<file path="src/rtl/axi_vga_lite_regs.sv">
// axi_vga_lite_regs: AXI4-Lite slave register file exporting its registers to the VGA timing/colour logic.
// AW and W are buffered independently; a write commits once both buffers are full and no response is pending.
module axi_vga_lite_regs #(
    parameter int C_S_AXI_DATA_WIDTH = 32,
    parameter int C_S_AXI_ADDR_WIDTH = 4,
    localparam int N = 2 ** (C_S_AXI_ADDR_WIDTH - 2)
) (
    input  logic                            ACLK,
    input  logic                            ARESETN,
    input  logic [C_S_AXI_ADDR_WIDTH-1:0]   S_AXI_AWADDR,
    input  logic [2:0]                      S_AXI_AWPROT,
    input  logic                            S_AXI_AWVALID,
    output logic                            S_AXI_AWREADY,
    input  logic [C_S_AXI_DATA_WIDTH-1:0]   S_AXI_WDATA,
    input  logic [C_S_AXI_DATA_WIDTH/8-1:0] S_AXI_WSTRB,
    input  logic                            S_AXI_WVALID,
    output logic                            S_AXI_WREADY,
    output logic [1:0]                      S_AXI_BRESP,
    output logic                            S_AXI_BVALID,
    input  logic                            S_AXI_BREADY,
    input  logic [C_S_AXI_ADDR_WIDTH-1:0]   S_AXI_ARADDR,
    input  logic [2:0]                      S_AXI_ARPROT,
    input  logic                            S_AXI_ARVALID,
    output logic                            S_AXI_ARREADY,
    output logic [C_S_AXI_DATA_WIDTH-1:0]   S_AXI_RDATA,
    output logic [1:0]                      S_AXI_RRESP,
    output logic                            S_AXI_RVALID,
    input  logic                            S_AXI_RREADY,
    output logic [32*N-1:0]                 REG_OUT,
    output logic [N-1:0]                    REG_WR_STB
);
    localparam int IW = C_S_AXI_ADDR_WIDTH - 2;
    localparam int DW = C_S_AXI_DATA_WIDTH;
    logic            aw_full_q, aw_full_d, w_full_q, w_full_d;
    logic            bvalid_q, bvalid_d, rvalid_q, rvalid_d;
    logic            awready_q, awready_d, wready_q, wready_d, arready_q, arready_d;
    logic [IW-1:0]   aw_idx_q, aw_idx_d;
    logic [DW-1:0]   w_data_q, w_data_d, rdata_q, rdata_d;
    logic [DW/8-1:0] w_strb_q, w_strb_d;
    logic [N-1:0]    wr_stb_q, wr_stb_d;
    logic [DW-1:0]   regs_q [N];
    logic [DW-1:0]   regs_d [N];
    logic            aw_hs, w_hs, ar_hs, commit, unused_ok;

    assign aw_hs  = S_AXI_AWVALID & awready_q;
    assign w_hs   = S_AXI_WVALID & wready_q;
    assign ar_hs  = S_AXI_ARVALID & arready_q;
    assign commit = aw_full_q & w_full_q & ~bvalid_q;
    assign unused_ok = &{1'b0, S_AXI_AWPROT, S_AXI_ARPROT, S_AXI_AWADDR[1:0], S_AXI_ARADDR[1:0]};

    // Ready flags are registered copies of the next-state condition so they are low during reset.
    always_comb begin
        aw_full_d = commit ? 1'b0 : (aw_full_q | aw_hs);
        aw_idx_d  = aw_hs ? S_AXI_AWADDR[C_S_AXI_ADDR_WIDTH-1:2] : aw_idx_q;
        w_full_d  = commit ? 1'b0 : (w_full_q | w_hs);
        w_data_d  = w_hs ? S_AXI_WDATA : w_data_q;
        w_strb_d  = w_hs ? S_AXI_WSTRB : w_strb_q;
        bvalid_d  = commit | (bvalid_q & ~S_AXI_BREADY);
        awready_d = ~aw_full_d & ~bvalid_d;
        wready_d  = ~w_full_d & ~bvalid_d;
        rvalid_d  = ar_hs | (rvalid_q & ~S_AXI_RREADY);
        arready_d = ~rvalid_d;
        rdata_d   = ar_hs ? regs_q[S_AXI_ARADDR[C_S_AXI_ADDR_WIDTH-1:2]] : rdata_q;
        wr_stb_d  = commit ? (N'(1) << aw_idx_q) : '0;
        for (int k = 0; k < N; k++) begin
            regs_d[k] = regs_q[k];
            for (int i = 0; i < DW/8; i++)
                if (commit && aw_idx_q == IW'(k) && w_strb_q[i]) regs_d[k][8*i +: 8] = w_data_q[8*i +: 8];
        end
    end

    always_ff @(posedge ACLK or negedge ARESETN) begin
        if (!ARESETN) begin
            aw_full_q <= 1'b0;
            w_full_q  <= 1'b0;
            aw_idx_q  <= '0;
            w_data_q  <= '0;
            w_strb_q  <= '0;
            bvalid_q  <= 1'b0;
            rvalid_q  <= 1'b0;
            awready_q <= 1'b0;
            wready_q  <= 1'b0;
            arready_q <= 1'b0;
            rdata_q   <= '0;
            wr_stb_q  <= '0;
            for (int k = 0; k < N; k++) regs_q[k] <= '0;
        end else begin
            aw_full_q <= aw_full_d;
            w_full_q  <= w_full_d;
            aw_idx_q  <= aw_idx_d;
            w_data_q  <= w_data_d;
            w_strb_q  <= w_strb_d;
            bvalid_q  <= bvalid_d;
            rvalid_q  <= rvalid_d;
            awready_q <= awready_d;
            wready_q  <= wready_d;
            arready_q <= arready_d;
            rdata_q   <= rdata_d;
            wr_stb_q  <= wr_stb_d;
            for (int k = 0; k < N; k++) regs_q[k] <= regs_d[k];
        end
    end

    assign S_AXI_AWREADY = awready_q;
    assign S_AXI_WREADY  = wready_q;
    assign S_AXI_BRESP   = 2'b00;
    assign S_AXI_BVALID  = bvalid_q;
    assign S_AXI_ARREADY = arready_q;
    assign S_AXI_RDATA   = rdata_q;
    assign S_AXI_RRESP   = 2'b00;
    assign S_AXI_RVALID  = rvalid_q;
    assign REG_WR_STB    = wr_stb_q;

    for (genvar g = 0; g < N; g++) begin : g_out
        assign REG_OUT[32*g +: 32] = regs_q[g];
    end
endmodule

</file>
<file path="config.mk">
export PLATFORM = sky130hd
export DESIGN_NAME = axi_vga_lite_regs
export DESIGN_NICKNAME = d
export VERILOG_FILES = /design/src/rtl/axi_vga_lite_regs.sv
export SDC_FILE = /design/constraint.sdc
export NUM_CORES = 1
export LEC_CHECK = 0
export CORE_ASPECT_RATIO = 1.2
export CORE_MARGIN = 2
export CORE_UTILIZATION = 54
export CTS_BUF_LIST = sky130_fd_sc_hd__clkbuf_4 sky130_fd_sc_hd__clkbuf_8
export DETAILED_ROUTE_END_ITERATION = 6
export PLACE_DENSITY = 0.88
export SETUP_SLACK_MARGIN = 0.02
export SLEW_MARGIN = 20
export SYNTH_ARGS = -nofsm -noshare
export SYNTH_HDL_FRONTEND = slang
export SYNTH_SLANG_ARGS = --single-unit
</file>
<file path="constraint.sdc">
create_clock -name ACLK -period 4.07 [get_ports ACLK]
set_input_delay 0.407 -clock ACLK [delete_from_list [all_inputs] [get_ports ACLK]]
set_output_delay 0.407 -clock ACLK [all_outputs]
set_load 0.005 [all_outputs]
</file>
==> results.tsv <==
metric	value	unit
antenna_left	0	
worstSkewPairLatency	0.51	ns
routed_via_density	5.623	
rrSetupSlack	1.94	ns
cts_buffer_depth	3	
synth.cell_area	0.008596	mm2
ys_ff_latch	209	
fin_util	0.7488	
synthCells	576	
yosysWarnings	0	
vias	5842	
io_buffers	215	
whs	0.01001	ns
maxSlewViolCount	0	
hpwl	14.16	mm
r2r-start	S_AXI_ARREADY$_DFF_PN0_	
worst_setup_path_start_kind	register	
area_delta_synth_final	35.69	%
wl	22.00	mm
io_pins	230	
fmax	469.4	MHz
synth_top_cell_by_area	dfrtp_1	
grt_pass1_vias	6332	
drc	0	
p_int	6.284	mW
grt_pass1_wl	34.75	mm
max_stage_delay	0.80	ns
seq_power_share	0.430	
layout-drive-gt1-share	0.2867	
grt_setup_unrepaired	false	
synth.distinct_cells	29	
setup_ws	1.940	ns
tightestPinTransition	0.9798	ns
antenna_found_initial	1	
syn_avg_cell_area	14.92	um2
synth_top_area_share	0.6084	
critPathKind	register to register	
skew	0.03234	ns
switchingPower	2.734	mW
slowest_stage	or2_2	
worstPathArrival	2.45	ns
comb_power_share	0.360	
synth_common_cells	dfrtp_1 (209), mux2_2 (155), mux2i_1 (64)	
rows	50	
status	complete, no violations	
cts_htree_levels	2	
cts_made_buffers	34	
synth_edf_count	0	
grt-ovfl-total	0	
seq_area_frac_synth	0.6084	
synth-main-ff-cell	dfrtp_1	
post_cts_buffers	0	
path_cells	nand2_1 > buf_4 > or2_2 > o221ai_1	
synthArstFlopShare	1.000	
relSlewSlack	0.3460	
maxCapViolations	0	
grt_max_degree	114	
endpoint_kind	register	
required	4.39	ns
hp-class	input pin to async pin	
layout_min_cycle_time	2.130	ns
powerDensity	773.2	mW/mm2
drt_iter0_drc	336	
cts_num_sinks	209	
die_h	142.2	um
r2r_cells	4	
rr_endpoint	S_AXI_RDATA[19]$_DFFE_PN0P_	
start_util	0.5518	
finalCritPeriodShare	0.5234	
synth_area_leaders	dfrtp_1 (61%), mux2_2 (20%), mux2i_1 (7.5%)	
layout.nets	865	
p_sw_frac	0.3032	
cts_resized	0	
core_region_area	0.01558	mm2
p_leak	5.164	nW
drt_pass1_iterations	4	
cts_root_buffer	clkbuf_8	
cts_tree	done	
peakVddDrop	0.4797	mV
die_w	119.2	um
dp_slack	1.487	ns
routedWlPerCell	21.18	um
crit_fanout	34	
grt_use_total	0.2644	
clk_pin_slew	0.06	ns
globalplace.congestion	0.7802	
ctsHoldBuffers	0	
hold_viol	0	
die-area	0.01695	mm2
clkPwrFrac	0.210	
fin_setup_tns	0	ns
setup_viol	0	
yosysMostFrequentCell	dfrtp_1	
how the worst max path moves through the flow:
stage                       startpoint                           to  slack, ns  cells past startpoint
2_1_floorplan  aw_idx_q[1]$_DFFE_PN0P_      REG_OUT[32]$_DFFE_PN0P_       2.55                      3
3_3_place_gp             S_AXI_ARVALID  S_AXI_RDATA[30]$_DFFE_PN0P_       1.53                      5
3_5_place_dp             S_AXI_ARVALID   S_AXI_RDATA[2]$_DFFE_PN0P_       1.49                      5
4_1_cts        S_AXI_ARREADY$_DFF_PN0_  S_AXI_RDATA[19]$_DFFE_PN0P_       1.94                      4
5_1_grt        S_AXI_ARREADY$_DFF_PN0_  S_AXI_RDATA[25]$_DFFE_PN0P_       1.82                      4
6_report       S_AXI_ARREADY$_DFF_PN0_  S_AXI_RDATA[19]$_DFFE_PN0P_       1.94                      4
routing by layer:
metal / share of wire / vias to the layer above / wire length (um) / global-route usage
met1: 0.39 / 3004 / 8478 / 0.3215
li1: - / 2573 / - / -
met5: 0 / - / 0 / 0
met3: 0.062 / 51 / 1364 / 0.05529
met2: 0.52 / 214 / 11430 / 0.4589
met4: 0.033 / 0 / 728 / 0.1128
cells in the final DEF, fill, tap and decap left out:
cell type / netlist / routed
or2_2: 1 / 1
mux2_1: 11 / 11
nor2_1: 2 / 2
clkdlybuf4s50_1: 0 / 213
nand3_2: 0 / 1
nand4_1: 1 / 1
buf_6: 0 / 1
clkbuf_4: 0 / 7
diode_2: 0 / 1
a211oi_1: 1 / 1
nor3_1: 2 / 2
nand3_1: 2 / 1
nand2_1: 34 / 34
and3_1: 2 / 2
clkinv_2: 0 / 3
and2_4: 0 / 1
a21oi_1: 1 / 1
nand4b_1: 2 / 2
buf_4: 5 / 4
nand3_4: 4 / 4
mux2_2: 155 / 155
mux2i_1: 64 / 64
inv_1: 2 / 2
clkbuf_8: 0 / 49
and4bb_1: 1 / 1
nor3b_1: 2 / 2
conb_1: 1 / 4
nand2b_1: 4 / 4
o21ai_0: 2 / 2
nor2_2: 12 / 12
clkinv_1: 1 / 1
dfrtp_1: 209 / 209
o21a_1: 1 / 1
o221ai_1: 32 / 32
sequential cells by signal (all words and copies together), names as in the netlist, 2 cells and up:
signal	cells
w_data_q	32
REG_OUT	128
REG_WR_STB	4
S_AXI_RDATA	32
w_strb_q	4
aw_idx_q	2
per-stage QoR:
stage / instance area, um2 / total power [mW] / instances
final: 11660 / 9.018 / 1039
after global routing: 11660 / 9.511 / 1039
after CTS: 11660 / 9.092 / 1038
after detailed placement: 10930 / 7.150 / 980
after global placement: 10930 / 6.946 / 980
after floorplan: 8607 / 5.071 / 579
cells by family (layout without fill, tap and decap cells):
logic type,count (synthesis),count (layout),share of synthesized area
compound gates,37,37,0.03610
simple gates,70,70,0.04673
flops,209,209,0.6084
other cells,1,5,0.0004363
buf+inv,29,280,0.01630
mux,230,230,0.2920
power by group through the flow:
stage	logic, mW	registers [mW]	clock network (mW)
CTS	3.29	3.86	1.94
global placement	3.15	3.80	0
global route	3.47	4.01	2.03
detailed placement	3.27	3.88	0
finish	3.25	3.87	1.90
floorplan	1.32	3.75	0
final cells by class:
type                       count  area (um2)
sequential                   209        5230
fill                         967        3914
multi-input combinational    341        3244
timing repair buffer         219        2187
clock buffer                  55       713.2
tap                          208       260.3
clock inverter                 3       15.01
inverter                       3       11.26
antenna                        1       2.502
worst max-delay path, delay by kind of cell, from the launching register on:
| family | cells | cell delay (ns) |
|---|---|---|
| AO/OA/AOI/OAI | 1 | 0.23 |
| buffers and inverters | 1 | 0.42 |
| AND/OR/NAND/NOR | 2 | 0.87 |
| flip-flops | 1 | 0.41 |
Note: power is estimated with default switching activity, not from simulation.
